`src/rtl/multi_channel_input_filter_pkg.sv`:
```
// Shared constants for the multi-channel input filter: default widths, default
// stability length and the minimum length substituted for a zero load.
package multi_channel_input_filter_pkg;
  localparam int DEF_CNT_W    = 16;
  localparam int DEF_GLITCH_W = 8;
  localparam int DEF_LEN      = 100;
  localparam int MIN_LEN      = 1;
endpackage

```
`src/rtl/multi_channel_input_filter_if.sv`:
```
// Pin/register-side bundle of the input filter; the filter core uses the slave view.
interface multi_channel_input_filter_if
  import multi_channel_input_filter_pkg::*;
#(
  parameter int NUM_CH   = 3,
  parameter int CNT_W    = DEF_CNT_W,
  parameter int GLITCH_W = DEF_GLITCH_W
);
  logic [NUM_CH-1:0]          noisy_in;
  logic [CNT_W-1:0]           filter_len_in;
  logic                       load_filter_len;
  logic                       glitch_clr;
  logic [NUM_CH-1:0]          filtered_out;
  logic [NUM_CH-1:0]          filtered_out_n;
  logic [NUM_CH-1:0]          rise_pulse;
  logic [NUM_CH-1:0]          fall_pulse;
  logic [NUM_CH*GLITCH_W-1:0] glitch_cnt;
  logic [CNT_W-1:0]           filter_len_q;

  modport master (
    output noisy_in, filter_len_in, load_filter_len, glitch_clr,
    input  filtered_out, filtered_out_n, rise_pulse, fall_pulse, glitch_cnt, filter_len_q
  );

  modport slave (
    input  noisy_in, filter_len_in, load_filter_len, glitch_clr,
    output filtered_out, filtered_out_n, rise_pulse, fall_pulse, glitch_cnt, filter_len_q
  );
endinterface

```
`src/rtl/multi_channel_input_filter_channel_core.sv`:
```
// One filter lane: 2-FF synchroniser, stability counter, debounced level with
// registered edge pulses, and a saturating glitch counter.
module multi_channel_input_filter_channel_core #(
  parameter int   CNT_W     = 16,
  parameter int   GLITCH_W  = 8,
  parameter logic RESET_VAL = 1'b0
) (
  input  logic                clk,
  input  logic                reset,
  input  logic                noisy,
  input  logic [CNT_W-1:0]    len,
  input  logic                glitch_clr,
  output logic                filtered,
  output logic                rise,
  output logic                fall,
  output logic [GLITCH_W-1:0] glitch_cnt
);
  logic             sync1, sync2;
  logic [CNT_W-1:0] cnt;
  logic [CNT_W:0]   cnt_nxt;
  logic             glitch;

  // One extra bit so the compare stays correct when len sits at its maximum.
  assign cnt_nxt = {1'b0, cnt} + (CNT_W+1)'(1);
  assign glitch  = (sync2 == filtered) && (cnt != '0);

  always_ff @(posedge clk) begin
    if (reset) begin
      sync1      <= RESET_VAL;
      sync2      <= RESET_VAL;
      filtered   <= RESET_VAL;
      cnt        <= '0;
      rise       <= 1'b0;
      fall       <= 1'b0;
      glitch_cnt <= '0;
    end else begin
      sync1 <= noisy;
      sync2 <= sync1;
      rise  <= 1'b0;
      fall  <= 1'b0;
      if (sync2 == filtered) begin
        cnt <= '0;
      end else if (cnt_nxt >= {1'b0, len}) begin
        // >= rather than == so a length lowered below cnt still flips at once.
        filtered <= ~filtered;
        cnt      <= '0;
        rise     <= ~filtered;
        fall     <= filtered;
      end else begin
        cnt <= cnt_nxt[CNT_W-1:0];
      end
      if (glitch_clr)
        glitch_cnt <= '0;
      else if (glitch && (glitch_cnt != '1))
        glitch_cnt <= glitch_cnt + GLITCH_W'(1);
    end
  end
endmodule

```
`src/rtl/multi_channel_input_filter.sv`:
```
// NUM_CH-lane debounce filter; owns the runtime stability length shared by all lanes.
module multi_channel_input_filter
  import multi_channel_input_filter_pkg::*;
#(
  parameter int                NUM_CH      = 3,
  parameter int                CNT_W       = DEF_CNT_W,
  parameter int                GLITCH_W    = DEF_GLITCH_W,
  parameter logic [NUM_CH-1:0] RESET_VAL   = '0,
  parameter logic [CNT_W-1:0]  DEFAULT_LEN = CNT_W'(DEF_LEN)
) (
  input logic                         clk,
  input logic                         reset,
  multi_channel_input_filter_if.slave bus
);
  logic [CNT_W-1:0]                   len_q;
  logic [NUM_CH-1:0]                  filt, rise, fall;
  logic [NUM_CH-1:0][GLITCH_W-1:0]    gcnt;

  // A zero length would never satisfy the compare sensibly; store the minimum instead.
  always_ff @(posedge clk) begin
    if (reset)
      len_q <= DEFAULT_LEN;
    else if (bus.load_filter_len)
      len_q <= (bus.filter_len_in == '0) ? CNT_W'(MIN_LEN) : bus.filter_len_in;
  end

  for (genvar i = 0; i < NUM_CH; i++) begin : g_ch
    multi_channel_input_filter_channel_core #(
      .CNT_W     (CNT_W),
      .GLITCH_W  (GLITCH_W),
      .RESET_VAL (RESET_VAL[i])
    ) u_core (
      .clk        (clk),
      .reset      (reset),
      .noisy      (bus.noisy_in[i]),
      .len        (len_q),
      .glitch_clr (bus.glitch_clr),
      .filtered   (filt[i]),
      .rise       (rise[i]),
      .fall       (fall[i]),
      .glitch_cnt (gcnt[i])
    );
  end

  assign bus.filtered_out   = filt;
  assign bus.filtered_out_n = ~filt;
  assign bus.rise_pulse     = rise;
  assign bus.fall_pulse     = fall;
  assign bus.glitch_cnt     = gcnt;
  assign bus.filter_len_q   = len_q;
endmodule
```
`src/flat_wrapper.sv`:
```
// flat-port wrapper written by rule: the top's interface ports become plain ports
module multi_channel_input_filter_flat import multi_channel_input_filter_pkg::*;
#(
  parameter int                NUM_CH      = 3,
  parameter int                CNT_W       = DEF_CNT_W,
  parameter int                GLITCH_W    = DEF_GLITCH_W,
  parameter logic [NUM_CH-1:0] RESET_VAL   = '0,
  parameter logic [CNT_W-1:0]  DEFAULT_LEN = CNT_W'(DEF_LEN)
)
  (clk, reset, bus_noisy_in, bus_filter_len_in, bus_load_filter_len, bus_glitch_clr, bus_filtered_out, bus_filtered_out_n, bus_rise_pulse, bus_fall_pulse, bus_glitch_cnt, bus_filter_len_q);
  multi_channel_input_filter_if #(.NUM_CH(NUM_CH), .CNT_W(CNT_W), .GLITCH_W(GLITCH_W)) bus_i ();
  input logic clk;
  input logic reset;
  input wire logic [$bits(bus_i.noisy_in)-1:0] bus_noisy_in;
  input wire logic [$bits(bus_i.filter_len_in)-1:0] bus_filter_len_in;
  input wire logic [$bits(bus_i.load_filter_len)-1:0] bus_load_filter_len;
  input wire logic [$bits(bus_i.glitch_clr)-1:0] bus_glitch_clr;
  output wire logic [$bits(bus_i.filtered_out)-1:0] bus_filtered_out;
  output wire logic [$bits(bus_i.filtered_out_n)-1:0] bus_filtered_out_n;
  output wire logic [$bits(bus_i.rise_pulse)-1:0] bus_rise_pulse;
  output wire logic [$bits(bus_i.fall_pulse)-1:0] bus_fall_pulse;
  output wire logic [$bits(bus_i.glitch_cnt)-1:0] bus_glitch_cnt;
  output wire logic [$bits(bus_i.filter_len_q)-1:0] bus_filter_len_q;
  assign bus_i.noisy_in = bus_noisy_in;
  assign bus_i.filter_len_in = bus_filter_len_in;
  assign bus_i.load_filter_len = bus_load_filter_len;
  assign bus_i.glitch_clr = bus_glitch_clr;
  assign bus_filtered_out = bus_i.filtered_out;
  assign bus_filtered_out_n = bus_i.filtered_out_n;
  assign bus_rise_pulse = bus_i.rise_pulse;
  assign bus_fall_pulse = bus_i.fall_pulse;
  assign bus_glitch_cnt = bus_i.glitch_cnt;
  assign bus_filter_len_q = bus_i.filter_len_q;
  multi_channel_input_filter #(.NUM_CH(NUM_CH), .CNT_W(CNT_W), .GLITCH_W(GLITCH_W), .RESET_VAL(RESET_VAL), .DEFAULT_LEN(DEFAULT_LEN)) u_core (.clk(clk), .reset(reset), .bus(bus_i));
endmodule
```
`config.mk`:
```
export PLATFORM = sky130hd
export DESIGN_NAME = multi_channel_input_filter_flat
export DESIGN_NICKNAME = d
export VERILOG_FILES = /design/src/rtl/multi_channel_input_filter_pkg.sv /design/src/rtl/multi_channel_input_filter_if.sv /design/src/rtl/multi_channel_input_filter_channel_core.sv /design/src/rtl/multi_channel_input_filter.sv /design/src/flat_wrapper.sv
export SDC_FILE = /design/constraint.sdc
export NUM_CORES = 1
export LEC_CHECK = 0
export ABC_AREA = 1
export ABC_CLOCK_PERIOD_IN_PS = 2700
export CORE_ASPECT_RATIO = 1.5
export CORE_UTILIZATION = 51
export DETAILED_ROUTE_END_ITERATION = 8
export PLACE_DENSITY_LB_ADDON = 0.1
export REMOVE_ABC_BUFFERS = 1
export SYNTH_ARGS = -nofsm -noshare
export SYNTH_HDL_FRONTEND = slang
export SYNTH_SLANG_ARGS = --single-unit
```
`constraint.sdc`:
```
create_clock -name clk -period 2.7 [get_ports clk]
set_input_delay 0.81 -clock clk [delete_from_list [all_inputs] [get_ports clk]]
set_output_delay 0.81 -clock clk [all_outputs]
set_load 0.05 [all_outputs]
```
# Word level (Yosys, flattened, before mapping)
# Cells that the tools add are included.
totals:
  regBits: 103
  input_bits: 23
  output_inout_bits: 52
  elab_cells: 68
op_classes:
  addsub: 6
  n_lt_le_gt_ge: 3
  eq_ne: 6
  mux: 1
  bitwise: 10
  reduce_logical: 20
ops:
  columns: ["cell", "count"]
  rows:
  - ["$add A16 B1 Y17 const B", 3]
  - ["$ge A17 B16 Y1", 3]
  - ["$reduce_bool A16 Y1", 3]
  - ["$add A8 B1 Y8 const B", 3]
  - ["$ne A8 B8 Y1 const B", 3]
  - ["$reduce_or A3 Y1", 6]
  - ["$logic_not A16 Y1", 1]
  - ["$mux W16", 1]
  - ["$not A1 Y1", 9]
  - ["$logic_and A1 B1 Y1", 6]
  - ["$reduce_and A2 Y1", 3]
  - ["$eq A1 B1 Y1", 3]
  - ["$not A3 Y3", 1]
  - ["$reduce_or A2 Y1", 1]

# Logic depth before layout (Yosys ltp)
# Gate-level depths: netlist of run 1.
depth:
  ltp_word: 4
  ltp_mapped: 21
  ltp_nobuf: 21

# Cells and area by module
# From an unflattened synthesis of run 1, not the netlist that was laid out.
unflattened:
  cells_unflattened: 984
  hier_area_um2: 6767.7
modules_own_cells:
  columns: ["mod", "n_inst", "cells_per_inst", "area_per_inst_um2", "seq_area_each_um2"]
  rows:
  - ["multi_channel_input_filter_channel_core", 3, 299, 2044.5, 580.6]
  - ["multi_channel_input_filter", 1, 87, 634.4, 320.3]

# Worst setup path after synthesis of run 1
# Ideal clock, no wire load.
synth_timing:
  kind: "register -> register"
  startpoint: "reg u_core.g_ch[2].u_core.cnt[0]"
  endpoint: "reg u_core.g_ch[2].u_core.cnt[8]"
  setup_ns: 0.062
  arrival_ns: 2.639
  required_time_ns: 2.638
  slack_ns: -0.001
  path_stages_with_launch: 19
  n_path_buf: 1
  period_less_slack_ns: 2.701
  cell_sequence: "dfxtp_1 ha_1 nand3_2 nor3_4 inv_1 nor2_1 nand3_1 xor2_1 inv_1 ha_1 a21o_1 nand2_1 nand2_1 nor2_1 nand3_1 nor2_4 nand2_4 buf_6 nor2_2"
synth_via:
  elab_chain_cells: 3
synth_lines:
  columns: ["element", "line", "rtl"]
  rows:
  - ["from (decl)", "multi_channel_input_filter_channel_core.sv:19", "logic [CNT_W-1:0] cnt;"]
  - ["from (signal assigned)", "multi_channel_input_filter_channel_core.sv:50", "cnt <= cnt_nxt[CNT_W-1:0];"]
  - ["$add A16 B1 Y17", "multi_channel_input_filter_channel_core.sv:24", "assign cnt_nxt = {1'b0, cnt} + (CNT_W+1)'(1);"]
  - ["via u_core.g_ch[2].u_core.cnt_nxt[14]", "multi_channel_input_filter_channel_core.sv:20", "logic [CNT_W:0] cnt_nxt;"]
  - ["$ge A17 B16 Y1", "multi_channel_input_filter_channel_core.sv:43", "end else if (cnt_nxt >= {1'b0, len}) begin"]
  - ["$reduce_or A3 Y1 (no source line)", null, null]
# The timed path passes the listed nets, and every way through them passes these cells.
# A chain may end at the register's enable or synchronous reset.

# Final worst setup path of run 1
layout_timing:
  startpoint: "reg u_core.g_ch[2].u_core.cnt[1]"
  endpoint: "reg u_core.g_ch[2].u_core.cnt[10]"
# The elaborated chain is that of the path after synthesis.

==> results of run 1 <==
-- through the flow --
step / util, % / hold WS (ps)
2_1_floorplan: - / 388
3_3_place_gp: 61.1 / 390
3_5_place_dp: 61.1 / 400
4_1_cts: 64.1 / 410
5_1_grt: 69.0 / 418
6_report: 69.0 / 406
-- registers in the layout (all words and copies together), names as in the netlist --
name and count:
u_core.bus.filter_len_q 16, u_core.g_ch.u_core.cnt 48, u_core.g_ch.u_core.fall 3, u_core.g_ch.u_core.filtered 3, u_core.g_ch.u_core.glitch_cnt 24, u_core.g_ch.u_core.rise 3
u_core.g_ch.u_core.sync1 3, u_core.g_ch.u_core.sync2 3
-- synth_stat cells, drive strengths merged --
| master | instances |
|---|---|
| nand2 | 189 |
| a21boi | 2 |
| a21o | 2 |
| nor3 | 11 |
| o21bai | 2 |
| and3 | 1 |
| o31ai | 1 |
| clkbuf | 6 |
| a211oi | 12 |
| nand4 | 18 |
| o21ai | 12 |
| dfxtp | 103 |
| o21a | 1 |
| o22ai | 1 |
| xnor2 | 8 |
| nand2b | 1 |
| nor2 | 154 |
| a21oi | 38 |
| ha | 57 |
| nand3 | 49 |
| nand3b | 2 |
| buf | 12 |
| xor2 | 39 |
| inv | 159 |
| nor4 | 8 |
| o211ai | 2 |
-- how the worst max path moves through the flow --
stage,from,cells after the start,to,slack (ps)
floorplan,u_core.g_ch[2].u_core.cnt[0]$_SDFF_PP0_,17,u_core.g_ch[2].u_core.cnt[0]$_SDFF_PP0_,50
global placement,u_core.g_ch[0].u_core.cnt[0]$_SDFF_PP0_,17,u_core.g_ch[0].u_core.cnt[10]$_SDFF_PP0_,30
detailed placement,u_core.g_ch[2].u_core.cnt[0]$_SDFF_PP0_,17,u_core.g_ch[2].u_core.cnt[0]$_SDFF_PP0_,-30
CTS,u_core.g_ch[2].u_core.cnt[1]$_SDFF_PP0_,17,u_core.g_ch[2].u_core.cnt[0]$_SDFF_PP0_,20
global route,u_core.g_ch[2].u_core.cnt[1]$_SDFF_PP0_,17,u_core.g_ch[2].u_core.cnt[10]$_SDFF_PP0_,-180
finish,u_core.g_ch[2].u_core.cnt[1]$_SDFF_PP0_,17,u_core.g_ch[2].u_core.cnt[10]$_SDFF_PP0_,-30
-- power by group through the flow --
stage	Combinational, mW	Sequential, mW	Clock (mW)
finish	0.363	1.55	1.47
global route	0.396	1.55	1.55
CTS	0.348	1.56	1.50
detailed placement	0.345	1.59	0
global placement	0.342	1.59	0
floorplan	0.139	1.65	0
-- layer usage --
metal	track usage [%]	up-vias	part of all wire, %	routed length (um)
met1	28.4	2686	42	6950
met4	9.55	0	3.7	610
li1	-	3016	-	-
met3	3.26	43	3.2	526
met2	46.5	160	51	8500
met5	0	-	0	0
-- cells by family (layout without fill, tap and decap cells) --
group                      Yosys count  in the layout
AOI/OAI and AO/OA                   73             73
xor gates and xnor gates            47             47
adders and majority gates           57             57
buffers and inverters              177            292
DFF                                103            103
and+or+nand+nor                    433            436
-- area by class of cell --
cell class / count / area (um2)
Tap cell: 153 / 191
Sequential cell: 103 / 2090
Fill cell: 999 / 3700
Multi-Input combinational cell: 613 / 3920
Inverter: 159 / 597
Timing Repair Buffer: 117 / 1110
Clock inverter: 4 / 76.3
Clock buffer: 12 / 267
-- what timing repair did --
action | 4_1_cts | 5_1_grt
buffers inserted | 0 | 15
pin swaps | 1 | 41
gates resized for setup | 4 | 109
hold buffers | 0 | 0
setup endpoints to repair | 32 | 57
gates cloned | 0 | 3
hold endpoints to repair | 0 | 0
-- worst register-to-register path, delay by kind of cell (launching register included) --
family	cells	cell delay (ps)
simple gates	11	1440
flops	1	370
xor+xnor	1	190
compound gates	1	160
buf+inv	2	140
fa+ha+maj	2	370
==> summary.md, run 1 <==
| Metric | Value |
|---|---|
| Final WS setup | `-27.5 ps` |
| Maximum fanout along the worst path | `8` |
| Post-Syn Area | `6240 um2` |
| Post-Synthesis Cells | `890` |
| Final setup violation count | `6` |
| Critical path endpoint category | `flop` |
| Core ar. | `12000 um2` |
| Diode count | `0` |
| Crit path max-delay family | `simple AND/OR/NAND/NOR gates` |
| Area share of fa/ha/maj cells after synthesis | `11.4%` |
| Clock network fraction of total power | `43.5%` |
| Vias per std cell | `5.09` |
| CP arrival | `3020 ps` |
| Setup Crit Path Kind | `reg -> reg` |
| Reg clk slew, reported paths | `70 ps` |
| Final Hold Viols | `0` |
| Sw Pwr | `832 uW` |
| Nets | `1083` |
| Commonest non-fill, non-tap cell in the layout | `nand2_1` |
| Initial antenna violation count | `0` |
| Crit-path cells | `ha_4 -> nand3_4 -> nor3_4 -> inv_2 -> nor2_4 -> nand3_2 -> xor2_2 -> inv_2 -> ha_4 -> a21o_1 -> nand2_1 -> nand2_1 -> nor2_1 -> nand3_2 -> nor2_4 -> nand2_4 -> nor2_2` |
| RePlAce Congestion | `0.854` |
| RSZ-0062 raised after global routing | `yes` |
| DP Area | `7300 um2` |
| Hold Path Sink | `u_core.g_ch[0].u_core.sync2$_SDFF_PP0_` |
| Grt total ovfl | `0` |
| Sequential-to-total area share from yosys stat | `33.0%` |
| Worst r2r src | `u_core.g_ch[2].u_core.cnt[1]$_SDFF_PP0_` |
| Placement Rows | `49` |
| Setup TNS | `-116 ps` |
| CP required | `2990 ps` |
| DIE HEIGHT | `138 um` |
| Synth Area in Compound Gates | `6.99%` |
| Pleak | `3.80 nW` |
| Num CTS Buffers | `9` |
| Synth warn | `0` |
| Max Cap Violations | `0` |
| Critical R2R Capture | `u_core.g_ch[2].u_core.cnt[10]$_SDFF_PP0_` |
| Clock Sinks | `103` |
| VDD IR max | `0.300 mV` |
| P_int | `2.56 mW` |
| Power per Cell Area | `411 nW/um2` |
| H-tree levels | `3` |
| Iteration-0 DRC Markers | `220` |
| Power Total | `3.39 mW` |
| Num ports | `75` |
| Fin area | `8250 um2` |
| Synth area leader | `dfxtp_1` |
| Worst slew pin tran | `616 ps` |
| Main area contributors after synthesis | `dfxtp_1 (33%), ha_1 (11%), nand2_1 (11%)` |
| DIE AREA | `12700 um2` |
| Flop pwr share | `45.8%` |
| Hpwl dp | `11800 um` |
| Most frequent cells in the layout | `nand2_1 (174), inv_1 (151), nor2_1 (114)` |
| Buffers added on ports | `74` |
| CP Launch Type | `flop` |
| CTS tree | `done` |
| Pre-CTS setup slack | `-31.0 ps` |
| Slew Viols, Final | `0` |
| Main combinational cell family by area after synthesis | `simple AND/OR/NAND/NOR gates` |
| Tmin final | `2730 ps` |
| WHS Path Cells | `2` |
| R2R cell count | `17` |
| Synthesized flop and latch total | `103` |
| Yosys top cell area share | `33.0%` |
| Avg Inst Size Synth | `7.02 um2` |
| Vias in the first global route | `5301` |
| Library cells used by synthesis | `37` |
| Post-Synth Simple-Gate Area | `30.4%` |
| Area grow syn2layout | `32.2%` |
| First-pass GRT wire length | `24600 um` |
| Setup slack, reg-to-reg | `-30 ps` |
| CP max stage delay | `370 ps` |
| Clock Path Buffers | `2` |
| Synth Area in XOR/XNOR | `6.59%` |
| Sw Share | `24.5%` |
| Routed Wire Length | `16600 um` |
| DR WL/cell | `14.3 um` |
| CP max stage cell | `dfxtp_4` |
| HP Start | `u_core.g_ch[0].u_core.sync1$_SDFF_PP0_` |
| Share of cells above drive strength 1 | `17.3%` |
| Chip width | `92.3 um` |
| Buf+Inv Stages, Crit Path | `2` |
| Clock insertion delay at the later pin of the skew report | `350 ps` |
| Status | `finished with violations` |
| Initial Util | `52.2%` |
| Tot GR Track Use | `24.9%` |
| Combinational Power Share | `10.7%` |
| Slew HR | `58.8%` |
| FMAX | `367 MHz` |
| Drt pass-1 iters | `5` |
| CTS Root Buffer Type | `clkbuf_16` |
| Largest net degree at the start of global routing | `26` |
| DR vias | `5905` |
| Part of the cycle the worst path needs | `101%` |
| Mux cell area share after synthesis | `0%` |
| Final std cells w/o fill | `1161` |
| DRC Markers | `0` |
| Post-route ant nets | `0` |
| Failing checks | `setup timing` |
| Placed Cells | `1127` |
| Clock Skews | `4.82 ps` |
| HP Class | `reg -> reg` |
No activity file was read; power rests on OpenSTA's default activity.
==> run 2: changes to the inputs <==
--- a/config.mk
+++ b/config.mk
@@ -6,9 +6,9 @@
 export NUM_CORES = 1
 export LEC_CHECK = 0
 export ABC_AREA = 1
-export ABC_CLOCK_PERIOD_IN_PS = 2700
+export ABC_CLOCK_PERIOD_IN_PS = 3040
 export CORE_ASPECT_RATIO = 1.5
-export CORE_UTILIZATION = 51
+export CORE_UTILIZATION = 57
 export DETAILED_ROUTE_END_ITERATION = 8
 export PLACE_DENSITY_LB_ADDON = 0.1
 export REMOVE_ABC_BUFFERS = 1
==> constraint.sdc (replaced) <==
create_clock -name clk -period 3.04 [get_ports clk]
set_input_delay 0.912 -clock clk [delete_from_list [all_inputs] [get_ports clk]]
set_output_delay 0.912 -clock clk [all_outputs]
set_load 0.05 [all_outputs]
==> summary.md, run 2 (same netlist as run 1, synthesis figures left out) <==
| Metric | Value |
|---|---|
| Setup Crit Path Kind | `reg -> reg` |
| DR WL/cell | `14.5 um (+1.8%)` |
| RePlAce Congestion | `0.899 (+5.2%)` |
| Hold WS | `404 ps (-1.80 ps)` |
| DIE AREA | `11400 um2 (-10%)` |
| Core ar. | `10600 um2 (-11%)` |
| Status | `finished clean` |
| Flop pwr share | `49.9% (+4.1 points)` |
| CTS Root Buffer Type | `clkbuf_16` |
| Util after Layout | `70.5% (+1.5 points)` |
| Grt total ovfl | `0 (unchanged)` |
| Num CTS Buffers | `9 (unchanged)` |
| Top Layer Used | `met4` |
| Slew HR | `59.9% (+1.2 points)` |
| Final WS setup | `214 ps (+241 ps)` |
| Critical path origin | `u_core.g_ch[2].u_core.cnt[0]$_SDFF_PP0_` |
| Reg clk slew, reported paths | `70 ps (about the same)` |
| CP max stage delay | `370 ps (about the same)` |
| Clock insertion delay at the later pin of the skew report | `340 ps (about the same)` |
| Slew Viols, Final | `0 (unchanged)` |
| DRC Markers | `0 (unchanged)` |
| Buffers added on ports | `74 (unchanged)` |
| Clock Path Buffers | `2 (unchanged)` |
| Critical path endpoint category | `flop` |
| Final setup violation count | `0 (-6)` |
| Placement Rows | `46 (-6.1%)` |
| CP Launch Type | `flop` |
| Max reg flops | `48 (unchanged)` |
| Most frequent cells in the layout | `nand2_1 (182), inv_1 (157), nor2_1 (136)` |
| First-pass GRT wire length | `25700 um (+4.3%)` |
| Power per Cell Area | `371 nW/um2 (-9.7%)` |
| Sw Pwr | `732 uW (-12%)` |
| Met3 wire length | `724 um (+38%)` |
| VDD IR max | `0.247 mV (-18%)` |
| HP Class | `reg -> reg` |
| CP required | `3320 ps (+330 ps)` |
| Commonest non-fill, non-tap cell in the layout | `nand2_1` |
| CTS tree | `done` |
| DIE HEIGHT | `130 um (-5.3%)` |
| H-tree levels | `3 (unchanged)` |
| Initial Util | `59.0% (+6.7 points)` |
| Iteration-0 DRC Markers | `297 (+35%)` |
| Fillcell total | `929 (-7.0%)` |
| Share of cells above drive strength 1 | `6.91% (-10 points)` |
| Routed Wire Length | `16200 um (-2.4%)` |
| CP arrival | `3110 ps (+90 ps)` |
| CP Depth | `17 (unchanged)` |
| Maximum fanout along the worst path | `8 (unchanged)` |
| Drt pass-1 iters | `5 (unchanged)` |
| CP max stage cell | `dfxtp_2` |
| Placed Cells | `1096 (-2.8%)` |
| Clock network fraction of total power | `38.7% (-4.8 points)` |
| Tot GR Track Use | `29.2% (+4.4 points)` |
| Final std cells w/o fill | `1114 (-4.0%)` |
| Initial antenna violation count | `0 (unchanged)` |
| P_int | `2.04 mW (-20%)` |
| Vias per std cell | `5.24 (+3.1%)` |
| Part of the cycle the worst path needs | `93.0% (-8.0 points)` |
| Crit-path cells | `ha_2 -> nand3_4 -> nor3_4 -> inv_1 -> nor2_2 -> nand3_2 -> xor2_2 -> inv_1 -> ha_1 -> a21o_1 -> nand2_1 -> nand2_1 -> nor2_1 -> nand3_2 -> nor2_4 -> nand2_4 -> nor2_2` |
| Worst slew pin tran | `599 ps (-17.9 ps)` |
| Max Cap Violations | `0 (unchanged)` |
| Hpwl dp | `12500 um (+5.6%)` |
| Setup slack, reg-to-reg | `210 ps (+240 ps)` |
| Met2 WL post-DR | `8410 um (-1.1%)` |
| Clock Sinks | `103 (unchanged)` |
| Pre-CTS setup slack | `183 ps (+214 ps)` |
| Combinational Power Share | `11.3% (+0.6 points)` |
| Largest net degree at the start of global routing | `26 (unchanged)` |
| Nets | `1045 (-3.5%)` |
| Crit path max-delay family | `simple AND/OR/NAND/NOR gates` |
| R2R cell count | `17 (unchanged)` |
| Num ports | `75 (unchanged)` |
| Top reg by flops | `u_core.g_ch.u_core.cnt` |
| Chip width | `87.5 um (-5.3%)` |
| Area grow syn2layout | `19.7%` |
| Diode count | `0 (unchanged)` |
| Sw Share | `26.4% (+1.9 points)` |
| FMAX | `354 MHz (-3.5%)` |
| Vias in the first global route | `5706 (+7.6%)` |
| Critical R2R Capture | `u_core.g_ch[2].u_core.cnt[6]$_SDFF_PP0_` |
| DR vias | `5840 (-1.1%)` |
| Worst r2r src | `u_core.g_ch[2].u_core.cnt[0]$_SDFF_PP0_` |
| Worst setup endpoint | `u_core.g_ch[2].u_core.cnt[6]$_SDFF_PP0_` |
| Pleak | `3.53 nW (-7.1%)` |
| Tmin final | `2830 ps (+99.0 ps)` |
| Clock Skews | `7.99 ps (+3.17 ps)` |
| Buf+Inv Stages, Crit Path | `2 (unchanged)` |
| Post-route ant nets | `0 (unchanged)` |
| Metal-1 WL | `6260 um (-9.9%)` |
| Final Hold Viols | `0 (unchanged)` |
==> run 2: power groups by stage <==
stage / Sequential (mW) / Clock [mW] / Combinational [mW]
6_report: 1.38 / 1.07 / 0.314
5_1_grt: 1.38 / 1.14 / 0.341
4_1_cts: 1.38 / 1.09 / 0.308
3_5_place_dp: 1.41 / 0 / 0.305
3_3_place_gp: 1.41 / 0 / 0.297
2_1_floorplan: 1.47 / 0 / 0.123
==> run 2: worst min path at each step <==
stage | start | endpoint | slack [ps] | cells past startpoint
2_1_floorplan | u_core.g_ch[0].u_core.sync1$_SDFF_PP0_ | u_core.g_ch[0].u_core.sync2$_SDFF_PP0_ | 390 | 2
5_1_grt | u_core.g_ch[0].u_core.sync1$_SDFF_PP0_ | u_core.g_ch[0].u_core.sync2$_SDFF_PP0_ | 430 | 2
3_3_place_gp | u_core.g_ch[0].u_core.sync1$_SDFF_PP0_ | u_core.g_ch[0].u_core.sync2$_SDFF_PP0_ | 390 | 2
4_1_cts | u_core.g_ch[0].u_core.sync1$_SDFF_PP0_ | u_core.g_ch[0].u_core.sync2$_SDFF_PP0_ | 410 | 2
6_report | u_core.g_ch[0].u_core.sync1$_SDFF_PP0_ | u_core.g_ch[0].u_core.sync2$_SDFF_PP0_ | 400 | 2
3_5_place_dp | u_core.g_ch[0].u_core.sync1$_SDFF_PP0_ | u_core.g_ch[0].u_core.sync2$_SDFF_PP0_ | 400 | 2
==> run 2: worst register-to-register path, stage by stage (launching register included) <==
cell and delay (ps):
dfxtp_2 370, ha_2 220, nand3_4 100, nor3_4 180
inv_1 60, nor2_2 140, nand3_2 90, xor2_2 170
inv_1 60, ha_1 300, a21o_1 200, nand2_1 50
nand2_1 50, nor2_1 120, nand3_2 110, nor2_4 220
nand2_4 170, nor2_2 130
==> run 2: per-layer routing <==
layer  vias to the layer above  GRT usage [%]
li1                       2936              -
met1                      2648           30.3
met2                       208           54.9
met3                        48           4.24
met4                         0           17.1
met5                         -              0
==> run 2: what timing repair did <==
action	4_1_cts	5_1_grt
hold buffers	0	0
setup endpoints to repair	0	56
gates resized for setup	0	19
buffers inserted	0	0
==> run 2: final cells by class <==
type | count | area, um2 | area share, %
clock buffer | 10 | 229 | 3.06
clock inverter | 6 | 46.3 | 0.620
inverter | 159 | 597 | 7.99
multi-input combinational | 612 | 3550 | 47.6
sequential | 103 | 2070 | 27.7
tap | 144 | 180 | 2.41
timing repair buffer | 80 | 798 | 10.7
==> run 2: metrics by stage <==
stage	power, mW	area [um2]	TNS (ps)
finish	2.77	7470	0
global route	2.87	7470	-64.8
CTS	2.78	7370	0
detailed placement	1.72	7100	0
global placement	1.71	7100	0
floorplan	1.59	6120	0
==> run 3: changes to the inputs <==
--- a/config.mk
+++ b/config.mk
@@ -10,7 +10,7 @@
 export CORE_ASPECT_RATIO = 1.5
 export CORE_UTILIZATION = 57
 export DETAILED_ROUTE_END_ITERATION = 8
-export PLACE_DENSITY_LB_ADDON = 0.1
+export PLACE_DENSITY = 0.93
 export REMOVE_ABC_BUFFERS = 1
 export SYNTH_ARGS = -nofsm -noshare
 export SYNTH_HDL_FRONTEND = slang
==> summary.md, run 3 (same netlist as run 1, synthesis figures left out) <==
| Metric | Value |
|---|---|
| Reg clk slew, reported paths | `60 ps (about the same)` |
| Sw Pwr | `706 uW (-3.6%)` |
| FMAX | `350 MHz (-1.0%)` |
| Combinational Power Share | `10.2% (-1.1 points)` |
| RePlAce Congestion | `0.942 (+4.8%)` |
| Clock network fraction of total power | `43.7% (+5.0 points)` |
| Routed Wire Length | `15800 um (-2.3%)` |
| Num CTS Buffers | `9 (unchanged)` |
| Slew Viols, Final | `0 (unchanged)` |
| H-tree levels | `3 (unchanged)` |
| Post-route ant nets | `0 (unchanged)` |
| Initial Util | `59.0% (unchanged)` |
| Worst r2r src | `u_core.g_ch[2].u_core.cnt[0]$_SDFF_PP0_` |
| Clock insertion delay at the later pin of the skew report | `360 ps (+20 ps)` |
| Power Total | `3.00 mW (+8.2%)` |
| Maximum fanout along the worst path | `8 (unchanged)` |
| DR WL/cell | `14.2 um (-2.1%)` |
| CP Launch Type | `flop` |
| Max reg flops | `48 (unchanged)` |
| Hold WS | `402 ps (-2.19 ps)` |
| Most frequent cells in the layout | `nand2_1 (182), inv_1 (157), nor2_1 (135)` |
| Iteration-0 DRC Markers | `354 (+19%)` |
| Fin area | `7530 um2 (+0.84%)` |
| P_int | `2.29 mW (+12%)` |
| CTS tree | `done` |
| Power per Cell Area | `398 nW/um2 (+7.3%)` |
| Commonest non-fill, non-tap cell in the layout | `nand2_1` |
| Pleak | `3.56 nW (+0.74%)` |
| Slew HR | `57.9% (-2.0 points)` |
| Final std cells w/o fill | `1111 (-0.27%)` |
| Area grow syn2layout | `20.7%` |
| Part of the cycle the worst path needs | `94.0% (+0.98 points)` |
| Worst slew pin tran | `629 ps (+30.3 ps)` |
| Final Hold Viols | `0 (unchanged)` |
| Tmin final | `2860 ps (+29.8 ps)` |
| Pre-CTS setup slack | `98.4 ps (-84.7 ps)` |
| Vias per std cell | `5.36 (+2.3%)` |
| CTS Root Buffer Type | `clkbuf_16` |
| Setup TNS | `0 ps (unchanged)` |
| Worst setup endpoint | `u_core.g_ch[2].u_core.cnt[4]$_SDFF_PP0_` |
| R2R cell count | `17 (unchanged)` |
| HP Class | `reg -> reg` |
| Core ar. | `10600 um2 (unchanged)` |
| Setup Crit Path Kind | `reg -> reg` |
| Flop pwr share | `46.1% (-3.8 points)` |
| CP required | `3330 ps (about the same)` |
| Grt total ovfl | `0 (unchanged)` |
| Vias in the first global route | `5659 (-0.82%)` |
| Final WS setup | `184 ps (-29.8 ps)` |
| Nets | `1044 (-0.096%)` |
| DRC Markers | `0 (unchanged)` |
| Buffers added on ports | `74 (unchanged)` |
| Clock Skews | `7.07 ps (-0.913 ps)` |
| Critical path origin | `u_core.g_ch[2].u_core.cnt[0]$_SDFF_PP0_` |
| VDD IR max | `0.311 mV (+26%)` |
| Placed Cells | `1094 (-0.18%)` |
| DIE AREA | `11400 um2 (unchanged)` |
| Clock Sinks | `103 (unchanged)` |
| DIE HEIGHT | `130 um (unchanged)` |
| Initial antenna violation count | `0 (unchanged)` |
| CP arrival | `3150 ps (+40 ps)` |
| Hpwl dp | `11500 um (-7.9%)` |
| Sw Share | `23.5% (-2.9 points)` |
| Diode count | `0 (unchanged)` |
| Max Cap Violations | `0 (unchanged)` |
| Chip width | `87.5 um (unchanged)` |
| Final setup violation count | `0 (unchanged)` |
| Share of cells above drive strength 1 | `7.03% (+0.12 points)` |
| Setup slack, reg-to-reg | `180 ps (-30 ps)` |
| First-pass GRT wire length | `25100 um (-2.2%)` |
| DR vias | `5959 (+2.0%)` |
| Critical path endpoint category | `flop` |
| DP Area | `7070 um2 (-0.39%)` |
| Drt pass-1 iters | `5 (unchanged)` |
| Status | `finished clean` |
| Placement Rows | `46 (unchanged)` |
| Largest net degree at the start of global routing | `26 (unchanged)` |
| Clock Path Buffers | `2 (unchanged)` |
| Util after Layout | `71.1% (+0.59 points)` |
| Critical R2R Capture | `u_core.g_ch[2].u_core.cnt[4]$_SDFF_PP0_` |
| Top reg by flops | `u_core.g_ch.u_core.cnt` |
| Tot GR Track Use | `28.3% (-0.88 points)` |
| Num ports | `75 (unchanged)` |
-- run 3: cell count changes in the layout (fill, tap and decap cells not counted), sizes merged --
cell | before | now
bufinv | 0 | 3
clkinv | 3 | 1
clkinvlp | 2 | 0
buf | 6 | 5
inv | 160 | 159
-- run 3: power by group through the flow --
stage	Clock (mW)	Sequential (mW)	Combinational [mW]
after global routing	1.37	1.38	0.334
after detailed placement	0	1.41	0.297
after floorplan	0	1.47	0.123
final	1.31	1.38	0.305
after CTS	1.31	1.38	0.300
after global placement	0	1.41	0.290
-- run 3: worst max-delay path, stage by stage (launching register included) --
cell     delay (ps)
dfxtp_4         390
ha_4            170
nand3_4         100
nor3_4          240
inv_1            80
nor2_2          130
nand3_1         140
xor2_2          200
inv_1            70
ha_1            280
a21o_1          190
nand2_1          50
nand2_1          40
nor2_1          120
nand3_2         100
nor2_4          200
nand2_4         160
nor2_1          120
-- run 3: worst min path at each step --
stage	from	endpoint	slack, ps	cells past startpoint
after floorplan	u_core.g_ch[0].u_core.sync1$_SDFF_PP0_	u_core.g_ch[0].u_core.sync2$_SDFF_PP0_	390	2
after detailed placement	u_core.g_ch[0].u_core.sync1$_SDFF_PP0_	u_core.g_ch[0].u_core.sync2$_SDFF_PP0_	390	2
after CTS	u_core.g_ch[0].u_core.sync1$_SDFF_PP0_	u_core.g_ch[0].u_core.sync2$_SDFF_PP0_	400	2
after global routing	u_core.g_ch[2].u_core.sync1$_SDFF_PP0_	u_core.g_ch[2].u_core.sync2$_SDFF_PP0_	430	2
after global placement	u_core.g_ch[0].u_core.sync1$_SDFF_PP0_	u_core.g_ch[0].u_core.sync2$_SDFF_PP0_	390	2
final	u_core.g_ch[0].u_core.sync1$_SDFF_PP0_	u_core.g_ch[0].u_core.sync2$_SDFF_PP0_	400	2
-- run 3: area by class of cell --
type | count | area [um2]
inverter | 159 | 597
fill | 784 | 3060
clock buffer | 10 | 239
clock inverter | 4 | 95.1
tap | 144 | 180
sequential | 103 | 2070
timing repair buffer | 79 | 778
multi-input combinational | 612 | 3570
-- run 3: routing by layer --
metal	GRT usage (%)	wire, um	part of all wire [%]
met5	0	0	0
met2	52.3	7970	50
met3	3.29	746	4.7
met4	17.7	900	5.7
met1	30.2	6200	39
-- run 3: timing repair --
action                     4_1_cts  5_1_grt
gates resized for setup          0       25
hold buffers                     0        0
buffers inserted                 0        1
setup endpoints to repair        0       54
